## config.mk

```make
export PLATFORM = sky130hd
export DESIGN_NAME = mem_port_arbiter
export DESIGN_NICKNAME = d
export VERILOG_FILES = /design/src/rtl/mem_port_arbiter_pkg.sv /design/src/rtl/mem_port_arbiter_pick.sv /design/src/rtl/mem_port_arbiter.sv
export SDC_FILE = /design/constraint.sdc
export NUM_CORES = 1
export LEC_CHECK = 0
export BUFFER_PORTS_ARGS = -buffer_cell sky130_fd_sc_hd__buf_2
export CORE_AREA = 3 3 129 131
export DETAILED_ROUTE_END_ITERATION = 6
export DIE_AREA = 0 0 132 134
export GPL_TIMING_DRIVEN = 0
export PLACE_DENSITY_LB_ADDON = 0.15
export SLEW_MARGIN = 5
export SYNTH_ARGS = -nofsm -noshare
export SYNTH_HDL_FRONTEND = slang
export SYNTH_HIERARCHICAL = 1
export SYNTH_SLANG_ARGS = --single-unit
export TNS_END_PERCENT = 10
```

## constraint.sdc

```tcl
create_clock -name clk -period 7.3 [get_ports clk]
set_input_delay 0.365 -clock clk [delete_from_list [all_inputs] [get_ports clk]]
set_output_delay 0.365 -clock clk [all_outputs]
set_load 0.01 [all_outputs]
```

## src/rtl/mem_port_arbiter_pkg.sv

```systemverilog
// ---------------------------------------------------------------------------
// arb_pkg
//   Shared types and constants for the memory port B arbiter.
//
//   Contents:
//     arb_state_t  - arbiter FSM state (idle / read-data wait)
//     req_id_t     - requester index
//     REQ_CPU, REQ_LOADER, REQ_VGA - requester indices
//     req_onehot() - converts a requester index to a one-hot vector
// ---------------------------------------------------------------------------
package arb_pkg;

  typedef enum logic {ARB_IDLE, ARB_RD_WAIT} arb_state_t;

  typedef logic [1:0] req_id_t;

  localparam int      NUM_REQ    = 3;
  localparam req_id_t REQ_CPU    = 2'd0;
  localparam req_id_t REQ_LOADER = 2'd1;
  localparam req_id_t REQ_VGA    = 2'd2;

  function automatic logic [NUM_REQ-1:0] req_onehot(input req_id_t id);
    return 3'b001 << id;
  endfunction

endpackage

```

## src/rtl/mem_port_arbiter_pick.sv

```systemverilog
// ---------------------------------------------------------------------------
// arb_pick
//   Purely combinational winner selection for the port B arbiter.
//
//   Ports:
//     valid  in  [2:0] - per-requester request
//     starve in  1     - R2 has waited long enough to jump ahead of R0
//     rr_ptr in  1     - 1: R2 is preferred over R1, 0: R1 is preferred
//     grant  out [2:0] - one-hot winner (all zero when nobody requests)
//     id     out       - index of the winner (REQ_CPU when nobody requests)
//
//   Priority: starved R2, then R0, then R1/R2 ordered by rr_ptr. A fixed
//   priority build simply ties rr_ptr low.
// ---------------------------------------------------------------------------
module arb_pick
  import arb_pkg::*;
(
  input  logic [2:0] valid,
  input  logic       starve,
  input  logic       rr_ptr,
  output logic [2:0] grant,
  output req_id_t    id
);

  always_comb begin
    grant = '0;
    id    = REQ_CPU;
    if (valid[REQ_VGA] && starve) begin
      id = REQ_VGA;
    end else if (valid[REQ_CPU]) begin
      id = REQ_CPU;
    end else if (valid[REQ_LOADER] && valid[REQ_VGA]) begin
      id = rr_ptr ? REQ_VGA : REQ_LOADER;
    end else if (valid[REQ_LOADER]) begin
      id = REQ_LOADER;
    end else if (valid[REQ_VGA]) begin
      id = REQ_VGA;
    end
    if (valid != '0) begin
      grant = req_onehot(id);
    end
  end

endmodule

```

## src/rtl/mem_port_arbiter.sv

```systemverilog
// ---------------------------------------------------------------------------
// mem_port_arbiter
//   Shares port B of the unified instruction/data memory between the CPU
//   load/store unit (R0), the UART program loader (R1) and the VGA/debug
//   reader (R2). One access is accepted per idle slot; a read then spends
//   one cycle in RD_WAIT while the BRAM produces its data.
//
//   Parameters:
//     STARVE_LIMIT - cycles R2 may wait before it outranks R0
//     CNT_W        - starvation counter width, 2**CNT_W must exceed STARVE_LIMIT
//
//   Ports:
//     clk, reset          - clock, synchronous active-high reset
//     req_valid/req_we    - per-requester request and write flag
//     req_addr/req_wdata  - per-requester byte address and write data
//     req_ready           - one-hot combinational accept
//     rsp_valid/rsp_rdata - one-hot read response and shared read data
//     mem_addr/mem_wdata/mem_we/mem_rdata - memory port B
//     cpu_stall           - R0 waiting for accept or for its read data
//
//   Build option:
//     ARB_ROUND_ROBIN_EN - when defined, R1 and R2 alternate through a
//                          last-grant pointer; otherwise R1 beats R2.
// ---------------------------------------------------------------------------
module mem_port_arbiter
  import arb_pkg::*;
#(
  parameter int STARVE_LIMIT = 15,
  parameter int CNT_W        = 4
) (
  input  logic            clk,
  input  logic            reset,
  input  logic [2:0]      req_valid,
  input  logic [2:0]      req_we,
  input  logic [2:0][31:0] req_addr,
  input  logic [2:0][31:0] req_wdata,
  output logic [2:0]      req_ready,
  output logic [2:0]      rsp_valid,
  output logic [31:0]     rsp_rdata,
  output logic [31:0]     mem_addr,
  output logic [31:0]     mem_wdata,
  output logic            mem_we,
  input  logic [31:0]     mem_rdata,
  output logic            cpu_stall
);

  arb_state_t       state_q, state_d;
  req_id_t          id_q, id_d;
  logic [CNT_W-1:0] cnt_q, cnt_d;
  logic [31:0]      addr_q, addr_d;
  logic [31:0]      wdata_q, wdata_d;
  logic [31:0]      rdata_q, rdata_d;

  logic             starve;
  logic             rr_ptr;
  logic [2:0]       pick_grant;
  req_id_t          pick_id;

  assign starve = (cnt_q == CNT_W'(STARVE_LIMIT));

`ifdef ARB_ROUND_ROBIN_EN
  logic rr_ptr_q, rr_ptr_d;

  // Pointer remembers which of R1/R2 went last so the other one is favoured;
  // grants to R0 leave it untouched. Reset favours R1.
  always_comb begin
    rr_ptr_d = rr_ptr_q;
    if (req_ready[REQ_LOADER]) begin
      rr_ptr_d = 1'b1;
    end else if (req_ready[REQ_VGA]) begin
      rr_ptr_d = 1'b0;
    end
  end

  always_ff @(posedge clk) begin
    if (reset) begin
      rr_ptr_q <= 1'b0;
    end else begin
      rr_ptr_q <= rr_ptr_d;
    end
  end

  assign rr_ptr = rr_ptr_q;
`else
  assign rr_ptr = 1'b0;
`endif

  arb_pick u_pick (
    .valid  (req_valid),
    .starve (starve),
    .rr_ptr (rr_ptr),
    .grant  (pick_grant),
    .id     (pick_id)
  );

  // FSM next state and port outputs. The memory address and write data are
  // held from the last granted access whenever nothing is accepted, which
  // also keeps the reading requester's address on the port during RD_WAIT.
  // While reset is high every output is forced to zero so nothing is
  // accepted or returned in the reset cycle itself.
  always_comb begin
    state_d   = state_q;
    id_d      = id_q;
    rdata_d   = rdata_q;
    req_ready = '0;
    rsp_valid = '0;
    mem_we    = 1'b0;
    mem_addr  = addr_q;
    mem_wdata = wdata_q;
    rsp_rdata = rdata_q;

    if (state_q == ARB_IDLE) begin
      if (pick_grant != '0) begin
        req_ready = pick_grant;
        mem_we    = req_we[pick_id];
        mem_addr  = req_addr[pick_id];
        mem_wdata = req_wdata[pick_id];
        if (!req_we[pick_id]) begin
          state_d = ARB_RD_WAIT;
          id_d    = pick_id;
        end
      end
    end else begin
      rsp_valid = req_onehot(id_q);
      rsp_rdata = mem_rdata;
      rdata_d   = mem_rdata;
      state_d   = ARB_IDLE;
    end

    addr_d  = mem_addr;
    wdata_d = mem_wdata;

    cpu_stall = (req_valid[REQ_CPU] && !req_ready[REQ_CPU]) ||
                (state_q == ARB_RD_WAIT && id_q == REQ_CPU);

    if (reset) begin
      req_ready = '0;
      rsp_valid = '0;
      mem_we    = 1'b0;
      mem_addr  = '0;
      mem_wdata = '0;
      rsp_rdata = '0;
      cpu_stall = 1'b0;
    end
  end

  // R2 starvation counter: counts every cycle R2 waits, RD_WAIT included,
  // and saturates so promotion stays armed until R2 is served.
  always_comb begin
    cnt_d = cnt_q;
    if (!req_valid[REQ_VGA] || req_ready[REQ_VGA]) begin
      cnt_d = '0;
    end else if (!starve) begin
      cnt_d = cnt_q + CNT_W'(1);
    end
  end

  always_ff @(posedge clk) begin
    if (reset) begin
      state_q <= ARB_IDLE;
      id_q    <= REQ_CPU;
      cnt_q   <= '0;
      addr_q  <= '0;
      wdata_q <= '0;
      rdata_q <= '0;
    end else begin
      state_q <= state_d;
      id_q    <= id_d;
      cnt_q   <= cnt_d;
      addr_q  <= addr_d;
      wdata_q <= wdata_d;
      rdata_q <= rdata_d;
    end
  end

endmodule

```

==> metrics.md, run 1 <==
| Metric | Value |
|---|---|
| Outcome | completed |
| Gate family responsible for the most delay along the worst path | buffers and inverters |
| Ys async rst share | 0% |
| Post-synth EDFFs | 0 |
| Syn avg cell area | 8.84 um2 |
| Placeable Area | 15700 um2 |
| Drt wl/cell | 16.3 um |
| Max-cap violations | 0 |
| Worst hold path type | in2reg |
| Post-cts resize count | 0 |
| Clock tree buffer depth | 2 |
| Critical path endpoint category | primary output |
| CTS sink count | 103 |
| Power per standard cell area | 212 nW/um2 |
| # fillers | 1640 |
| GRT Util Overall | 20.7% |
| Share of cells above drive strength 1 | 45.1% |
| F_max | 0.276 GHz |
| Commonest cells in the netlist | nor2_1 (170), dfxtp_1 (103), mux2i_1 (99) |
| Cts bufs inserted | 9 |
| Worst slew pin tran | 683 ps |
| Unique masters post-synth | 34 |
| Part of the cycle the worst path needs | 49.6% |
| Hold-fix buffers, CTS | 0 |
| Die width | 132 um |
| Top FF cell, synth | dfxtp_1 |
| Yosys top cell area share | 39.0% |
| Most used cell, CP | buf_2 |
| Worst-path cell chain | ha_1, and3_1, clkbuf_1, or2b_1, o311a_1, buf_2, nor2b_1, buf_2, buf_2, a211oi_1, nor3_1, buf_2 |
| Tmin final | 3620 ps |
| Count of final hold-check violations | 0 |
| Vias in the first global route | 5355 |
| Clock-pin slew on the worst setup and hold paths | 70 ps |
| First-pass GRT wire length | 28900 um |
| Number of port buffers | 334 |
| Initial core utilization | 33.7% |
| Total number of vias | 5487 |
| Final Setup Violations | 0 |
| H-tree depth | 3 |
| Placed Area | 7240 um2 |
| Ports | 336 |
| DP HPWL | 15200 um |
| RSZ-0062 raised after global routing | false |
| Post-Syn Instances | 598 |
| Die area | 17700 um2 |
| Rows | 46 |
| Gr ovfl total | 0 |
| Slowest stage cell, crit path | dfxtp_1 |
| Synth top area cells | dfxtp_1 (39%), mux2i_1 (19%), nor2_1 (12%) |
| NumNets Final | 1178 |
| Post-Route Skew | 3.44 ps |
| #FFs+latches synth | 103 |
| Relative max-transition margin | 54.5% |
| Layout area overhead | 43.7% |
| CP required | 6930 ps |
| Vias per std cell | 4.70 |
| Pleak | 3.62 nW |
| Post-synthesis sequential area ratio | 39.0% |
| Count leader, synth | nor2_1 |
| Final WL | 19000 um |
| Setup bufs post-CTS | 0 |
| Arrival @ worst endpoint | 3260 ps |
| Drt drc | 0 |
| Final instance area | 7600 um2 |
| Antenna-violating nets left | 0 |
| DRT Pass-1 Iters | 4 |
| Dominant cell type by area after synthesis | dfxtp_1 |
| Die H | 134 um |
| Worst setup path class | reg2out |
| Clk root buf | clkbuf_16 |
| Ys Warns | 6 |
| Max IR drop VDD | 0.000108 V |
| CP Buf/Inv Count | 5 |
| Largest net degree at the start of global routing | 17 |
| Max incr delay on CP | 390 ps |
| Placer Congestion | 0.812 |
| Post-Syn Area | 5290 um2 |
| CTS tree | done |
| Setup TNS | 0 ps |
| Final Max Tran Viols | 0 |
| Iter 0 DRT Violations | 149 |
| Initial antenna violation count | 2 |
| Max FO, Critical Path | 10 |
| Later-pin clock latency in the skew report | 350 ps |
| CP startpoint kind | flip-flop |
where the power goes:
part	internal [mW]	switching, mW	total (mW)
Clock	0.368	0.217	0.585
Combinational	0.176	0.227	0.403
Sequential	0.612	0.0134	0.626
cells by family (layout without fill, tap and decap cells):
family	Yosys count	count (layout)	share of synthesized area, %
AO/OA/AOI/OAI	77	77	12.6
XOR/XNOR	1	1	0.166
adder cells (fa/ha/maj)	1	1	0.237
buffers and inverters	56	406	5.96
flip-flops	103	103	39.0
multiplexers	99	99	18.7
other	1	4	0.0709
AND/OR/NAND/NOR	260	260	23.2
path summary, 6_finish.rpt:
check | depth (start not counted) | startpoint | end | slack (ps)
worst max register to register | 11 | cnt_q[0] | wdata_q[30] | 4470
worst min-delay path | 3 | mem_rdata[22] | rdata_q[22] | 290
worst min register to register | 2 | wdata_q[9] | wdata_q[9] | 490
worst max-delay path | 12 | cnt_q[0] | mem_wdata[30] | 3680
metrics by stage:
step | util (%) | std cells | hold slack (ps) | total power, mW | worst slack (ps)
finish | 48.4 | 1167 | 288 | 1.61 | 3680
CTS | 48.4 | 1166 | 271 | 1.64 | 3620
detailed placement | 46.1 | 1150 | 480 | 1.05 | 4040
global route | 48.4 | 1167 | 303 | 1.70 | 3400
floorplan | - | 600 | 453 | 0.874 | 4700
global placement | 46.1 | 1150 | 477 | 1.04 | 4030
state kept, by name (all words and copies together), names as in the netlist:
| register | cells |
|---|---|
| rdata_q | 32 |
| addr_q | 32 |
| wdata_q | 32 |
| cnt_q | 4 |
| id_q | 2 |
| state_q | 1 |
metal layers:
layer	track usage [%]	routed length, um
met2	37.0	9650
met1	24.0	7520
met5	0	13
met4	6.59	289
met3	5.96	1540
worst min-delay path, delay by kind of cell:
| family | cells | cell delay (ps) |
|---|---|---|
| mux | 1 | 50 |
| simple gates | 1 | 100 |
| buf+inv | 1 | 70 |
layout by cell type (no fill, tap or decap):
| master | n |
|---|---|
| nand2_1 | 2 |
| inv_1 | 1 |
| a211oi_1 | 45 |
| a31oi_1 | 3 |
| conb_1 | 3 |
| buf_1 | 3 |
| and2_1 | 3 |
| a21boi_0 | 1 |
| ha_1 | 1 |
| buf_2 | 358 |
| nor2_1 | 170 |
| dfxtp_1 | 103 |
| bufinv_16 | 4 |
| nand2b_1 | 2 |
| clkinv_2 | 3 |
| or2b_1 | 2 |
| nor4b_1 | 1 |
| clkbuf_16 | 9 |
| a21oi_1 | 2 |
| o311a_1 | 2 |
| mux2i_1 | 99 |
| buf_4 | 6 |
| nor2b_1 | 1 |
| xor2_1 | 1 |
| o21ai_0 | 3 |
| buf_6 | 7 |
| nor3_2 | 21 |
| and3_1 | 1 |
| clkbuf_1 | 15 |
| diode_2 | 1 |
| o21a_1 | 1 |
| nor3_1 | 49 |
| nor4bb_1 | 2 |
| a211oi_2 | 20 |
| nand3_1 | 2 |
| nor3b_1 | 1 |
| or2_1 | 1 |
| nand3b_1 | 2 |
cell type report:
cell class / count / area (um2) / share of cell area (%)
diodes: 1 / 2.50 / 0.0329
plain buffers: 55 / 312 / 4.10
clock buffers: 9 / 225 / 2.96
clock inverters: 7 / 135 / 1.78
inverters: 1 / 3.75 / 0.0494
multi-input cells: 441 / 2920 / 38.4
flip-flops and latches: 103 / 2060 / 27.1
well taps: 216 / 270 / 3.56
repair buffers: 334 / 1670 / 22.0
No activity file was read; power rests on OpenSTA's default activity.
==> inputs of run 2 (changes only) <==
- clock period: 7.3 -> 3.5 ns (I/O delays scaled with it)
==> run 2 against run 1 <==
  * Hold slack got worse by 190 ps
  * Clock power increased by 110%
  * Register-to-register slack got worse by 3600 ps
  * Clock skew decreased by 0.68 ps
  * Critical path depth decreased by 1
  * Global-route usage unchanged
  * Via count decreased by 0.44%
  * Combinational power increased by 110%
  * Count of clock-buffer cells in the layout unchanged
  * Total power increased by 110%
  * Setup slack got worse by 3400 ps
  * Core utilization increased by 0.064 points
  * Largest cell class unchanged
  * Largest power group unchanged
  * Highest routed layer unchanged
==> metrics.md, run 2 (synthesis results as in run 1) <==
| Metric | Value |
|---|---|
| Outcome | completed |
| GRT Max-Usage Layer | met2 |
| DRT Pass-1 Iters | 4 (unchanged) |
| Total number of vias | 5463 (-0.44%) |
| First-pass GRT wire length | 28900 um (unchanged) |
| Cts bufs inserted | 9 (unchanged) |
| # fillers | 1644 (+0.24%) |
| Pleak | 3.62 nW (about the same) |
| Ports | 336 (unchanged) |
| RSZ-0062 raised after global routing | false |
| Layout Utilization | 48.4% (+0.064 points) |
| Most frequent cells in the layout | buf_2 (357), nor2_1 (170), dfxtp_1 (103) |
| Clock tree buffer depth | 2 (unchanged) |
| GR Util met2 | 37.0% (unchanged) |
| Hold_sp | mem_rdata[22] |
| Layout area overhead | 43.9% |
| Initial antenna violation count | 2 (unchanged) |
| Min-Delay Endpoint | rdata_q[22] |
| Later-pin clock latency in the skew report | 340 ps (about the same) |
| Worst setup path class | reg2out |
| Vias in the first global route | 5355 (unchanged) |
| Multi-input combinational cell area | 2930 um2 (+0.39%) |
| Tmin final | 3190 ps |
| Reg2reg start | cnt_q[0] |
| DP HPWL | 15200 um (unchanged) |
| Critical path endpoint category | primary output |
| H-tree depth | 3 (unchanged) |
| Reg area | 2060 um2 (unchanged) |
| Number of port buffers | 334 (unchanged) |
| Count of final hold-check violations | 0 (unchanged) |
| GRT Util Overall | 20.7% (unchanged) |
| Antenna-violating nets left | 0 (unchanged) |
| Worst hold path type | in2reg |
| CP startpoint kind | flip-flop |
| Max incr delay on CP | 390 ps (about the same) |
| Drt wl/cell | 16.3 um (+0.11%) |
| Max-cap violations | 0 (unchanged) |
| Setup bufs post-CTS | 0 (unchanged) |
| Clk root buf | clkbuf_16 |
| Grt met3 use | 5.96% (unchanged) |
| Share of cells above drive strength 1 | 45.4% (+0.36 points) |
| Initial core utilization | 33.7% (unchanged) |
| Final Max Tran Viols | 0 (unchanged) |
| Largest net degree at the start of global routing | 17 (unchanged) |
| Most used cell, CP | buf_2 |
| Reg2reg end | addr_q[19] |
| Worst slew pin tran | 684 ps (+1.10 ps) |
| CTS tree | done |
| CP Buf/Inv Count | 4 (-1) |
| Final WL | 19000 um (about the same) |
| Commonest non-fill, non-tap cell in the layout | buf_2 |
| Met1 Resource Use GR | 24.0% (unchanged) |
| Clock-pin slew on the worst setup and hold paths | 70 ps (about the same) |
| F_max | 0.313 GHz |
| Arrival @ worst endpoint | 3020 ps (-240 ps) |
| Iter 0 DRT Violations | 137 (-8.1%) |
| Drt drc | 0 (unchanged) |
| Die area | 17700 um2 (unchanged) |
| Post-Route Skew | 2.76 ps (-0.680 ps) |
| Part of the cycle the worst path needs | 91.2% |
| Gr ovfl total | 0 (unchanged) |
| CP required | 3320 ps (-3610 ps) |
| Hold-fix buffers, CTS | 0 (unchanged) |
| Placeable Area | 15700 um2 (unchanged) |
| Reg-to-reg setup timing slack | 870 ps (-3600 ps) |
| Gate family responsible for the most delay along the worst path | buffers and inverters |
| Largest regs | addr_q (32), rdata_q (32), wdata_q (32) |
| Max IR drop VDD | 0.000223 V (+110%) |
| Relative max-transition margin | 54.4% (-0.073 points) |
| Final Setup Violations | 0 (unchanged) |
| CTS sink count | 103 (unchanged) |
| Worst-path cell chain | ha_1, and3_2, or2b_1, o311a_1, buf_2, nor2b_1, buf_2, buf_2, a211oi_1, nor3_1, buf_2 |
| Vias per std cell | 4.69 (-0.35%) |
| Max FO, Critical Path | 10 (unchanged) |
| Power per standard cell area | 442 nW/um2 (+110%) |
| Setup TNS | 0 ps (unchanged) |
| Die width | 132 um (unchanged) |
| NumNets Final | 1177 (-0.085%) |
| Worst hold path stage count | 3 (unchanged) |
| Rows | 46 (unchanged) |
| Slowest stage cell, crit path | dfxtp_1 |
| Die H | 134 um (unchanged) |
| R2R depth | 11 (unchanged) |
| Placer Congestion | 0.812 (unchanged) |
==> run 2: cell types whose count changed in the layout (fill, tap and decap cells not counted), sizes merged <==
cell  change
buf       -1
==> run 2: worst reg2reg max path, cell delays in order (launching register included) <==
cell,delay [ps]
dfxtp_1,340
ha_1,240
and3_2,280
o21a_1,200
nor3_1,180
buf_6,190
buf_6,220
buf_6,200
mux2i_1,260
nor2_1,70
a211oi_2,240
nor3_2,60
==> run 2: area by class of cell <==
cell class                      count  area share [%]
Clock buffer                        9            2.96
Timing Repair Buffer              334            22.0
Sequential cell                   103            27.1
Buffer                             54            4.08
Multi-Input combinational cell    441            38.5
Inverter                            1          0.0493
Antenna cell                        1          0.0329
Tap cell                          216            3.55
Clock inverter                      7            1.78
==> run 2: worst max-delay path by stage <==
stage,slack (ps),end,start,cells past startpoint
final,310,mem_wdata[6],cnt_q[0],11
after global routing,60,mem_addr[14],cnt_q[0],12
after global placement,420,mem_wdata[30],cnt_q[0],12
after detailed placement,430,mem_wdata[29],cnt_q[0],12
after floorplan,1090,mem_addr[0],cnt_q[0],11
after CTS,10,mem_wdata[29],cnt_q[0],12
==> run 2: through the flow <==
stage | total power [mW] | std cells | worst slack (ps) | hold slack [ps] | cell area, um2
floorplan | 1.82 | 600 | 1090 | 371 | 5300
global placement | 2.18 | 1150 | 419 | 449 | 7240
detailed placement | 2.18 | 1150 | 430 | 453 | 7240
CTS | 3.41 | 1166 | 13.3 | 81.1 | 7600
global route | 3.54 | 1166 | 62.2 | 113 | 7610
finish | 3.36 | 1166 | 309 | 99.9 | 7610
==> run 2: routing by layer <==
layer	vias up	wire length [um]
li1	2788	-
met1	2439	7500
met2	213	9680
met3	21	1540
met4	2	290
met5	-	13
==> run 2: where the power goes <==
part | switching, mW | internal (mW) | total [mW] | leakage (nW)
logic | 0.476 | 0.368 | 0.844 | 2.59
clock network | 0.447 | 0.768 | 1.21 | 0.179
registers | 0.0280 | 1.28 | 1.31 | 0.850
total | 0.950 | 2.41 | 3.36 | 3.62
==> run 2: what timing repair did <==
action                                 CTS  global route
endpoints found under the hold margin    0             0
resized for setup                        0             4
setup endpoints to repair                0            49
==> inputs of run 3 (changes only) <==
- BUFFER_PORTS_ARGS: -buffer_cell sky130_fd_sc_hd__buf_2 -> unset
- CAP_MARGIN: unset -> 20
- CORE_AREA: 3 3 129 131 -> 3 3 130 132
- DIE_AREA: 0 0 132 134 -> 0 0 133 135
- DONT_BUFFER_PORTS: unset -> 1
==> run 3 against run 2 <==
  * Clock skew is 4.1 ps higher
  * Count of clock-buffer cells in the layout stayed put
  * Flip-flop and latch count stayed put
  * Sequential share of layout area is 7.6 points higher
  * Non-clock buffer count is 334 lower
  * Total power is 13% lower
  * Maximum frequency is 1.1% lower
  * First-iteration DRC count is 2.2% lower
  * Wire length is 5.5% lower
  * Critical path depth is 1 lower
  * Critical path type unchanged
  * Largest power group unchanged
==> metrics.md, run 3 (synthesis results as in run 1) <==
| Metric | Value |
|---|---|
| Outcome | completed |
| Placeable Area | 15800 um2 (+0.73%) |
| Post-Route Skew | 6.88 ps (+4.12 ps) |
| Slowest stage cell, crit path | nor3_1 |
| Place WS | 386 ps (-43.8 ps) |
| Arrival @ worst endpoint | 3050 ps (+30 ps) |
| Placer Congestion | 0.790 (-2.7%) |
| Antenna fix cells | 0 (-1) |
| Drt drc | 0 (unchanged) |
| Layout area overhead | 12.4% |
| Pleak | 2.17 nW (-40%) |
| Most used cell, CP | buf_2 |
| Cts bufs inserted | 9 (unchanged) |
| Post-Place Cells | 816 (-29%) |
| Worst setup path class | reg2out |
| Die H | 135 um (+0.75%) |
| Count of final hold-check violations | 0 (unchanged) |
| Initial antenna violation count | 0 (-2) |
| Reg-to-reg setup timing slack | 640 ps (-230 ps) |
| Max FO, Critical Path | 10 (unchanged) |
| Most frequent cells in the layout | nor2_1 (170), dfxtp_1 (103), mux2i_1 (99) |
| Max incr delay on CP | 430 ps (+40 ps) |
| Vias per std cell | 5.29 (+13%) |
| Final WL | 18000 um (-5.5%) |
| Commonest non-fill, non-tap cell in the layout | nor2_1 |
| Largest regs | addr_q (32), rdata_q (32), wdata_q (32) |
| Final Setup Violations | 0 (unchanged) |
| Rows | 46 (unchanged) |
| DP HPWL | 14200 um (-6.0%) |
| Largest net degree at the start of global routing | 19 (+2) |
| Drt wl/cell | 21.6 um (+33%) |
| Vias in the first global route | 4640 (-13%) |
| Antenna-violating nets left | 0 (unchanged) |
| Setup bufs post-CTS | 0 (unchanged) |
| Max-cap violations | 0 (unchanged) |
| Pwr Total | 2.93 mW (-13%) |
| CP required | 3320 ps (about the same) |
| Max IR drop VDD | 0.000227 V (+1.5%) |
| Part of the cycle the worst path needs | 92.2% (+1.0 points) |
| CP Capture Point | mem_wdata[4] |
| Setup crit start | cnt_q[0] |
| Reg2reg start | cnt_q[0] |
| Total number of vias | 4399 (-19%) |
| Die area | 18000 um2 (+1.5%) |
| Initial core utilization | 33.4% (-0.24 points) |
| Final Max Tran Viols | 0 (unchanged) |
| DRT Pass-1 Iters | 4 (unchanged) |
| GRT Util Overall | 19.4% (-1.4 points) |
| Gr ovfl total | 0 (unchanged) |
| RSZ-0062 raised after global routing | false |
| F_max | 0.310 GHz (-1.1%) |
| Multi-input combinational cell area | 3010 um2 (+2.9%) |
| Worst hold path type | in2reg |
| Power per standard cell area | 493 nW/um2 (+11%) |
| CTS sink count | 103 (unchanged) |
| Clk root buf | clkbuf_16 |
| Worst slew pin tran | 780 ps (+96.1 ps) |
| Die width | 133 um (+0.76%) |
| Setup TNS | 0 ps (unchanged) |
| Worst-path cell chain | ha_1, and3_1, or2b_1, o311a_1, buf_2, nor2b_1, buf_2, buf_2, a211oi_1, nor3_1 |
| Relative max-transition margin | 48.0% (-6.4 points) |
| Share of cells above drive strength 1 | 18.2% (-27 points) |
| Reg area | 2060 um2 (unchanged) |
| Clock-pin slew on the worst setup and hold paths | 70 ps (about the same) |
| Ports | 336 (unchanged) |
| CTS tree | done |
| Number of port buffers | 0 (-100%) |
| Non-filler cells, final | 831 (-29%) |
| H-tree depth | 3 (unchanged) |
| # fillers | 1614 (-1.8%) |
| Clock tree buffer depth | 2 (unchanged) |
| R2R depth | 10 (-1) |
| PnR worst setup slack | 273 ps (-35.2 ps) |
| Later-pin clock latency in the skew report | 350 ps (about the same) |
| Iter 0 DRT Violations | 134 (-2.2%) |
| Reg2reg end | wdata_q[4] |
| CP startpoint kind | flip-flop |
| Critical path endpoint category | primary output |
| NumNets Final | 843 (-28%) |
| First-pass GRT wire length | 26900 um (-7.0%) |
| Tmin final | 3230 ps (+35.2 ps) |
## run 3: routing by layer
layer	vias up	share of wire (%)	global-route usage (%)
met5	-	0	0
li1	2116	-	-
met1	2048	37	20.6
met4	0	1.5	5.77
met2	217	52	35.2
met3	18	9.5	7.71
## run 3: cell type report
type	count	share of cell area (%)
Buffer	54	5.18
Clock buffer	9	3.79
Clock inverter	7	0.969
Inverter	1	0.0632
Multi-Input combinational cell	441	50.7
Sequential cell	103	34.7
Tap cell	216	4.55
## run 3: worst min-delay path by stage
stage / from / to / slack [ps] / cells after the start
after global routing: req_we[1] / id_q[0] / 20 / 2
after detailed placement: req_we[1] / id_q[0] / 390 / 2
final: req_we[1] / id_q[0] / 30 / 2
after floorplan: req_we[1] / id_q[0] / 370 / 2
after CTS: req_we[1] / id_q[0] / 10 / 2
after global placement: req_we[1] / id_q[0] / 380 / 2
## run 3: metrics by stage
step                      instance area (um2)  utilization, %  hold slack, ps
after floorplan                          5300               -             371
after global placement                   5570            35.2             380
after detailed placement                 5570            35.2             393
after CTS                                5850            36.9            11.4
after global routing                     5940            37.5            22.4
final                                    5940            37.5            28.1
## run 3: report_power, final
part / switching [mW] / internal [mW]
Sequential: 0.0295 / 1.28
Clock: 0.486 / 0.492
Combinational: 0.421 / 0.220
## run 3: worst max-delay path: cells and delay by family, from the launching register on
| kind | cells | cell delay [ps] |
|---|---|---|
| flops | 1 | 390 |
| compound gates | 2 | 250 |
| buf+inv | 3 | 760 |
| simple gates | 4 | 1070 |
| fa+ha+maj | 1 | 220 |
## run 3: repair_timing
action | in CTS | in global routing
gates resized for setup | 0 | 19
endpoints found under the setup margin | 0 | 54
hold buffers | 0 | 0
